`config.mk`:
```
export PLATFORM = sky130hd
export DESIGN_NAME = ddr_word_unpacker
export DESIGN_NICKNAME = d
export VERILOG_FILES = /design/src/rtl/ddr_word_unpacker.sv
export SDC_FILE = /design/constraint.sdc
export NUM_CORES = 1
export LEC_CHECK = 0
export CAP_MARGIN = 0
export CORE_ASPECT_RATIO = 1.4
export CORE_MARGIN = 1.5
export CORE_UTILIZATION = 54
export CTS_CLUSTER_DIAMETER = 60
export DETAILED_ROUTE_END_ITERATION = 7
export PLACE_DENSITY_LB_ADDON = 0.25
export SETUP_SLACK_MARGIN = 0.15
export SLEW_MARGIN = 10
export SYNTH_ARGS = -nofsm -noshare
export SYNTH_HDL_FRONTEND = slang
export SYNTH_SLANG_ARGS = --single-unit
```
`constraint.sdc`:
```
create_clock -name receiver_clk -period 3.1 [get_ports receiver_clk]
set_input_delay 0.31 -clock receiver_clk [delete_from_list [all_inputs] [get_ports receiver_clk]]
set_output_delay 0.31 -clock receiver_clk [all_outputs]
set_load 0.1 [all_outputs]
```
`src/rtl/ddr_word_unpacker.sv`:
```
// Serialises 128-bit DDR read-FIFO words into a narrow LSB-first pixel AXIS stream.
// One word is buffered, and a word can be loaded in the same cycle its last pixel leaves.
module ddr_word_unpacker #(
   parameter int unsigned PIXEL_WIDTH    = 16,
   parameter int unsigned UNDERRUN_WIDTH = 16
) (
   input  logic                      receiver_clk,
   input  logic                      receiver_rstn,
   input  logic                      receiver_axis_tvalid,
   output logic                      receiver_axis_tready,
   input  logic [127:0]              receiver_axis_tdata,
   input  logic                      receiver_axis_tuser,
   output logic                      pixel_axis_tvalid,
   input  logic                      pixel_axis_tready,
   output logic [PIXEL_WIDTH-1:0]    pixel_axis_tdata,
   output logic                      pixel_axis_tuser,
   output logic [UNDERRUN_WIDTH-1:0] underrun_count
);

   localparam int unsigned WORD_WIDTH      = 128;
   localparam int unsigned PIXELS_PER_WORD = WORD_WIDTH / PIXEL_WIDTH;
   localparam int unsigned IDX_WIDTH       = (PIXELS_PER_WORD > 1) ? $clog2(PIXELS_PER_WORD) : 1;
   localparam logic [IDX_WIDTH-1:0] LAST_IDX = IDX_WIDTH'(PIXELS_PER_WORD - 1);

   if ((WORD_WIDTH % PIXEL_WIDTH) != 0) begin : g_bad_pixel_width
      $error("ddr_word_unpacker: PIXEL_WIDTH must divide 128");
   end

   logic [PIXELS_PER_WORD-1:0][PIXEL_WIDTH-1:0] word_buf;
   logic                 buf_user;
   logic                 buf_valid;
   logic [IDX_WIDTH-1:0] idx;
   logic                 armed;

   logic in_fire;
   logic px_fire;
   logic is_last;
   logic starved;

   assign is_last = (idx == LAST_IDX);
   assign px_fire = buf_valid & pixel_axis_tready;
   assign in_fire = receiver_axis_tvalid & receiver_axis_tready;
   assign starved = armed & pixel_axis_tready & ~buf_valid;

   // Ready is combinational from pixel_axis_tready so reload costs no bubble
   assign receiver_axis_tready = receiver_rstn & (~buf_valid | (px_fire & is_last));

   assign pixel_axis_tvalid = buf_valid;
   assign pixel_axis_tdata  = word_buf[idx];
   assign pixel_axis_tuser  = buf_user & (idx == '0);

   always_ff @(posedge receiver_clk or negedge receiver_rstn) begin
      if (!receiver_rstn) begin
         word_buf       <= '0;
         buf_user       <= 1'b0;
         buf_valid      <= 1'b0;
         idx            <= '0;
         armed          <= 1'b0;
         underrun_count <= '0;
      end else begin
         if (in_fire) begin
            word_buf  <= receiver_axis_tdata;
            buf_user  <= receiver_axis_tuser;
            buf_valid <= 1'b1;
            idx       <= '0;
            armed     <= 1'b1;
         end else if (px_fire) begin
            if (is_last) begin
               buf_valid <= 1'b0;
               idx       <= '0;
            end else begin
               idx <= idx + IDX_WIDTH'(1);
            end
         end
         // Saturating starvation counter; idle before the first word is not counted
         if (starved && !(&underrun_count)) begin
            underrun_count <= underrun_count + UNDERRUN_WIDTH'(1);
         end
      end
   end

endmodule

```
**After elaboration in Yosys (flattened, before gate mapping)**

Cells that the tools add are included.
Widths: inputs -> output; s select.

- Reductions and logical operators: 7
- Eq/ne operators: 1
- Muxes and demuxes: 8
- Bitwise logic cells: 9
- Shift-type cells: 0
- $mul: 0
- Magnitude comparators: 1
- Div/mod/pow operators: 0
- Add/subtract/negate cells: 2

Operator list:

| operator | count |
|---|---|
| $bmux 16 s3 | 1 |
| $add 16x1->16 const B | 1 |
| $mux 16 | 1 |
| $reduce_and 16->1 | 1 |
| $mux 3 | 3 |
| $and 1x1->1 | 7 |
| $lt 3x4->1 const B | 1 |
| $reduce_bool 2->1 | 2 |
| $add 3x1->3 const B | 1 |
| $eq 3x3->1 const B | 1 |
| $logic_not 3->1 | 1 |
| $mux 1 | 3 |
| $reduce_and 2->1 | 1 |
| $logic_and 1x1->1 | 1 |
| $logic_not 1->1 | 1 |
| $not 1->1 | 1 |
| $or 1x1->1 | 1 |

- Bits in registers: 150
- Output and inout port bits: 35
- RAM bits: 0
- Bits in read-only memories: 0
- Input port bits: 133
- Word-level logic and storage cells: 41
- Memories: 0
- Latch bits: 0

**Logic depth before layout (Yosys ltp)**

Gate-level depths: netlist of run 1.

- Depth after elaboration: 7
- Depth in mapped cells: 9
- Depth with buffers taken out: 6

**Worst setup path before layout of run 1**

Ideal clock, no wire load.

- Path kind: register -> register
- Start point: reg underrun_count[0]
- End point: reg underrun_count[1]
- Library setup time: 0.127 ns
- Clock period less this slack: 2.348 ns
- Data arrival time: 2.222 ns
- Required time: 2.973 ns
- Stages on the path, launching flop included: 6
- Setup slack: 0.752 ns
- Buffers on the path: 0
- Path through: dfrtp_1 > ha_1 > nand4_2 > nor4_4 > nor2_2 > mux2_4

- Word-level cells in the longest chain between the ends: 3
- Elaborated cells on any way between the ends: 4
- Those cells by class: add/sub: 1; reduce/logical: 3

Ends and longest elaborated chain:

| element | RTL line | text |
|---|---|---|
| from (decl) | 17 | `output logic [UNDERRUN_WIDTH-1:0] underrun_count` |
| from (signal assigned) | 77 | `underrun_count <= underrun_count + UNDERRUN_WIDTH'(1);` |
| parallel branches: the longest is 3 deep, another holds $add 16x1->16 | - |  |

Parallel ways; which one is timed is not known.
A chain may end at the register's enable or synchronous reset.

**Worst setup path after layout of run 1**

- Start point: reg idx[0]
- End point: out pixel_axis_tdata[8]

- Word-level cells in the longest chain between the ends: 2

Ends and longest elaborated chain:

| element | RTL line | text |
|---|---|---|
| from (decl) | 32 | `logic [IDX_WIDTH-1:0] idx;` |
| from (signal assigned) | 72 | `idx <= idx + IDX_WIDTH'(1);` |
| $bmux 16 s3 | 49 | `assign pixel_axis_tdata = word_buf[idx];` |
| $mux 16 (not written as such) | 49 |  |
| to (decl) | 15 | `output logic [PIXEL_WIDTH-1:0] pixel_axis_tdata,` |

Every way passes these cells. The select of a mux whose other input is x is not followed.

==> results of run 1 <==
==> worst min-delay path by stage <==
stage	from	endpoint	slack (ns)
2_1_floorplan	receiver_rstn	armed	0.01
3_3_place_gp	receiver_rstn	underrun_count[0]	0.25
3_5_place_dp	receiver_rstn	underrun_count[0]	0.25
4_1_cts	receiver_rstn	underrun_count[0]	0.38
5_1_grt	receiver_rstn	underrun_count[0]	0.42
6_report	receiver_rstn	underrun_count[0]	0.38
==> per-stage QoR <==
stage	total power [mW]	std cells
detailed placement	9.20	770
floorplan	7.82	436
global route	11.8	803
CTS	11.4	803
finish	11.3	803
global placement	9.04	770
==> cells in the final DEF, fill, tap and decap left out, drive strengths merged, types with 3 or more instances in the layout <==
cell | synthesis | layout
nor3 | 5 | 5
nand3 | 8 | 8
nor4 | 3 | 3
xnor2 | 7 | 7
clkbuf | 4 | 21
ha | 4 | 4
inv | 2 | 4
nand2 | 12 | 12
nand4 | 6 | 6
nor2 | 9 | 9
a21oi | 3 | 3
clkdlybuf4s50 | 0 | 138
xor2 | 4 | 4
dfrtp | 150 | 150
bufinv | 0 | 4
buf | 22 | 44
mux4 | 32 | 32
mux2 | 148 | 148
clkinv | 0 | 4
==> power by group through the flow <==
stage	Sequential (mW)	Clock (mW)	Combinational, mW
final	3.43	2.18	5.72
after global routing	3.54	2.31	5.96
after CTS	3.43	2.21	5.78
after detailed placement	3.44	0	5.76
after global placement	3.36	0	5.67
after floorplan	3.44	0	4.38
==> final cells by class <==
class,instances,area share
clock buffers,21,0.0467
clock inverters,11,0.0179
inverters,2,0.000779
multi-input cells,258,0.333
flip-flops and latches,150,0.390
well taps,178,0.0231
repair buffers,183,0.188
==> synth_stat cells (all sizes together), types with 2 or more instances <==
master / instances
nand3: 8
mux2: 148
a21oi: 3
xor2: 4
o211ai: 2
inv: 2
buf: 22
mux4: 32
clkbuf: 4
or2: 2
nand4: 6
and3: 2
o21ai: 2
nor4: 3
dfrtp: 150
nor2: 9
nand2: 12
nand3b: 2
nor3: 5
ha: 4
xnor2: 7
==> kinds of logic after synthesis <==
kind of cell    synth area share
mux                        0.374
flops                      0.522
simple gates              0.0450
buf+inv                   0.0325
xor+xnor                  0.0134
compound gates           0.00661
fa+ha+maj                0.00696
==> registers in the layout (all words and copies together) (netlist names) <==
signal	count
word_buf	128
underrun_count	16
idx	3
armed	1
buf_user	1
pixel_axis_tvalid	1
==> critical path, stage by stage, from the launching register on <==
cell and delay [ns]:
dfrtp_2 0.51, buf_4 0.39, mux4_2 0.60, mux2_2 0.29
buf_4 0.23
==> routing by layer <==
layer  track usage  vias to the layer above  share of wire
li1              -                     1963              -
met1         0.289                     2279           0.38
met2         0.425                      154           0.54
met5             0                        -              0
met3        0.0608                       41          0.050
met4         0.121                        0          0.038
==> results.sh, run 1 <==
export IMPL_status="finished clean"
export IMPL_io_pins=168
export IMPL_multiInputGateArea_um2=3210
export IMPL_die_x_um=101
export IMPL_vias_per_cell=5.53
export IMPL_cts_root_buf="clkbuf_16"
export IMPL_yosys_most_used_dff="dfrtp_1"
export IMPL_min_period_ns=2.76
export IMPL_nets=749
export IMPL_post_route_cell_area_um2=9640
export IMPL_p_per_area_nw_per_um2=1180
export IMPL_worstPathRequired_ns=2.79
export IMPL_numCtsBuffers=17
export IMPL_ff_latch_area_um2=3760
export IMPL_intPower_mw=6.71
export IMPL_overflow=0
export IMPL_die_y_um=140
export IMPL_gp_congestion=0.898
export IMPL_grt_pass1_vias=5000
export IMPL_seqPwrFrac=0.303
export IMPL_fp_coreArea_um2=12900
export IMPL_rrSetupSlack_ns=0.70
export IMPL_antenna_found_initial=0
export IMPL_clkPwrFrac=0.192
export IMPL_regToRegStartpoint="idx[0]"
export IMPL_arrival_ns=2.45
export IMPL_hold_viol_final=0
export IMPL_ys_types=40
export IMPL_start_util=0.556
export IMPL_irDropWorstVdd_uv=2630
export IMPL_r2r_end="word_buf[4]"
export IMPL_cts_buffer_depth=2
export IMPL_cts_resized=0
export IMPL_crit_fanout=17
export IMPL_syn_nets=573
export IMPL_rows=49
export IMPL_ys_ff_latch=150
export IMPL_synth_edf_count=0
export IMPL_diodes=0
export IMPL_syn_area_per_cell_um2=16.5
export IMPL_utilization=0.745
export IMPL_netlist_top_cells_area="dfrtp_1 (52%), mux2_4 (16%), mux2_2 (11%)"
export IMPL_synth_seq_area_share=0.522
export IMPL_wl_um=16200
export IMPL_cts_sinks=150
export IMPL_clk_pin_slew_ns=0.06
export IMPL_fill_cells=810
export IMPL_drive_gt1_frac=0.416
export IMPL_grt_max_degree=62
export IMPL_yosysWarnings=0
export IMPL_syn_to_final_growth_pct=33.9
export IMPL_finalWorstSetupSlack_ns=0.335
export IMPL_start_kind="flip-flop"
export IMPL_endpoint_kind="output port"
export IMPL_vias=4437
export IMPL_finClkSkew_ns=0.00807
export IMPL_ant_nets=0
export IMPL_wl_per_cell_um=20.1
export IMPL_p_comb_frac=0.505
export IMPL_power_switching_share=0.408
export IMPL_fmax_mhz=362
export IMPL_reg2regPathDepth=7
export IMPL_power_switching_mw=4.62
export IMPL_setup_viol=0
export IMPL_cap_viol_max_count=0
export IMPL_setup_tns_ns=0
export IMPL_drcViolationCount=0
export IMPL_syn_instance_count=436
export IMPL_synth_top_area_frac=0.522
export IMPL_cts_tree="built"
export IMPL_post_cts_buffers=0
export IMPL_worstMarginPinSlew_ns=0.964
export IMPL_drtIter0Drc=128
export IMPL_async_flop_share=1.00
export IMPL_dpl_cell_area_um2=9000
export IMPL_first_pass_iters=4
export IMPL_clk_latency_ns=0.41
export IMPL_crit_end="pixel_axis_tdata[8]"
export IMPL_p_leak_nw=4.13
export IMPL_htreeDepth=4
export IMPL_path_class="reg2out"
export IMPL_port_buffers=167
export IMPL_grt_pass1_wl_um=26100
export IMPL_cp_startpoint="idx[0]"
export IMPL_hold_buffers=1
export IMPL_slew_viol_final=0
export IMPL_hold_ws_ns=0.376
export IMPL_syn_area_um2=7200
export IMPL_die_area_um2=14000
export IMPL_yosys_area_top_type="dfrtp_1"
export IMPL_track_usage=0.248
export IMPL_dp_slack_ns=0.665
export IMPL_post_dp_hpwl_um=11700
export IMPL_max_slew_margin_rel=0.355
export IMPL_holdCritPathClass="in2async"
export IMPL_post_route_period_util=0.892
export IMPL_rsz0062_at_grt="no"
Note: power is estimated with default switching activity, not from simulation.
==> run 2: changes to the inputs <==
- CORE_ASPECT_RATIO: 1.4 -> 0.8
- CORE_MARGIN: 1.5 -> 3
- CORE_UTILIZATION: 54 -> 33
==> results.sh, run 2 (same netlist as run 1, synthesis figures left out) <==
export IMPL_routed_top_layer="met4"
export IMPL_die_area_um2=23600
export IMPL_grt_pass1_vias=4798
export IMPL_irDropWorstVdd_uv=1760
export IMPL_vias_per_cell=4.83
export IMPL_syn_to_final_growth_pct=35.3
export IMPL_final_common_cell="dfrtp_1"
export IMPL_rows=47
export IMPL_ff_latch_area_um2=3760
export IMPL_cap_viol_max_count=0
export IMPL_nets=746
export IMPL_cpPeakStageDelay_ns=0.57
export IMPL_mostFrequentLayoutCells="dfrtp_1 (148), clkdlybuf4s50_1 (132), mux2_4 (78)"
export IMPL_setup_viol=0
export IMPL_p_leak_nw=4.14
export IMPL_fmax_mhz=387
export IMPL_gp_congestion=0.848
export IMPL_wl_um=17400
export IMPL_worstMarginPinSlew_ns=0.974
export IMPL_wl_met1_um=8020
export IMPL_setup_tns_ns=0
export IMPL_hold_buffers=1
export IMPL_post_cts_buffers=0
export IMPL_die_y_um=138
export IMPL_post_dp_hpwl_um=12400
export IMPL_power_switching_share=0.400
export IMPL_clk_pin_slew_ns=0.06
export IMPL_dpl_cell_area_um2=9080
export IMPL_cts_resized=0
export IMPL_die_x_um=171
export IMPL_slew_viol_final=0
export IMPL_port_buffers=167
export IMPL_worstPathRequired_ns=2.79
export IMPL_drtIter0Drc=239
export IMPL_first_pass_iters=4
export IMPL_min_period_ns=2.58
export IMPL_endpoint_kind="output port"
export IMPL_rsz0062_at_grt="no"
export IMPL_biggestRegsByFlops="word_buf: 128 flops, underrun_count: 16 flops, idx: 3 flops"
export IMPL_antenna_found_initial=0
export IMPL_track_usage=0.151
export IMPL_start_kind="flip-flop"
export IMPL_multiInputGateArea_um2=3210
export IMPL_post_route_cell_area_um2=9740
export IMPL_fill_cells=1874
export IMPL_utilization=0.462
export IMPL_cts_sinks=150
export IMPL_drive_gt1_frac=0.424
export IMPL_clkPwrFrac=0.199
export IMPL_crit_top_cell="buf_4"
export IMPL_crit_chain="buf_4 > mux4_2 > mux2_2 > buf_4"
export IMPL_wl_per_cell_um=19.6
export IMPL_layout_cells_non_filler=890
export IMPL_cp_slowest_cell="mux4_2"
export IMPL_path_class="reg2out"
export IMPL_grt_pass1_wl_um=27400
export IMPL_htreeDepth=4
export IMPL_io_pins=168
export IMPL_fp_coreArea_um2=21100
export IMPL_cts_root_buf="clkbuf_16"
export IMPL_cts_tree="built"
export IMPL_intPower_mw=6.85
export IMPL_vias=4300
export IMPL_power_switching_mw=4.56
export IMPL_max_slew_margin_rel=0.349
export IMPL_hold_viol_final=0
export IMPL_p_per_area_nw_per_um2=1170
export IMPL_max_flop_register="word_buf"
export IMPL_total_power_mw=11.4
export IMPL_arrival_ns=2.27
export IMPL_finClkSkew_ns=0.00926
export IMPL_numCtsBuffers=17
export IMPL_largest_reg_flops=128
export IMPL_post_route_period_util=0.833
export IMPL_diodes=0
export IMPL_dp_cells=858
export IMPL_status="finished clean"
export IMPL_seqPwrFrac=0.297
export IMPL_start_util=0.342
export IMPL_holdCritPathClass="in2async"
export IMPL_route_met2_wl_um=7950
export IMPL_overflow=0
export IMPL_clk_latency_ns=0.41
export IMPL_cts_buffer_depth=2
export IMPL_wl_met3_um=1230
export IMPL_drcViolationCount=0
export IMPL_ant_nets=0
export IMPL_crit_fanout=21
export IMPL_p_comb_frac=0.505
export IMPL_grt_max_degree=77
run 2: cell count changes in the layout (fill, tap and decap cells not counted):
cell,delta
clkinv_2,+1
buf_4,+3
clkdlybuf4s50_1,-6
bufinv_16,+1
clkbuf_1,-1
clkinv_4,-2
clkbuf_8,+2
inv_6,-2
run 2: worst paths after layout:
kind | startpoint | end | slack (ns) | cells past startpoint
min in group receiver_clk | word_buf[119] | word_buf[119] | 0.50 | 1
max in group asynchronous | receiver_rstn | idx[0] | 1.71 | 3
worst min-delay path | receiver_rstn | underrun_count[11] | 0.24 | 2
worst max-delay path | idx[0] | pixel_axis_tdata[5] | 0.52 | 4
worst min register to register | word_buf[119] | word_buf[119] | 0.50 | 1
worst max register to register | idx[0] | word_buf[3] | 0.91 | 7
run 2: stage by stage:
stage / hold WS [ns] / setup WS (ns)
4_1_cts: 0.220 / 0.436
3_3_place_gp: 0.104 / 0.750
5_1_grt: 0.226 / 0.377
3_5_place_dp: 0.103 / 0.704
6_report: 0.244 / 0.518
2_1_floorplan: 0.0144 / 0.752
run 2: worst max-delay path, delay by kind of cell, from the launching register on:
family | cells | cell delay, ns
buf+inv | 2 | 0.62
flops | 1 | 0.37
mux | 2 | 0.85
run 2: layer usage:
layer	track usage	vias to the layer above
met5	0	-
met4	0.0419	0
met3	0.0528	12
met2	0.227	135
met1	0.210	2205
li1	-	1948
run 2: cell type report:
class,instances,area share
clock buffers,22,0.0487
multi-input cells,258,0.330
clock inverters,9,0.0177
repair buffers,180,0.182
flip-flops and latches,150,0.386
inverters,2,0.000771
well taps,269,0.0346
run 2: power groups by stage:
| stage | Combinational, mW | Sequential (mW) | Clock (mW) |
|---|---|---|---|
| after global routing | 6.04 | 3.49 | 2.42 |
| after floorplan | 4.38 | 3.44 | 0 |
| after detailed placement | 5.82 | 3.40 | 0 |
| after global placement | 5.76 | 3.35 | 0 |
| final | 5.76 | 3.38 | 2.26 |
| after CTS | 5.84 | 3.38 | 2.33 |
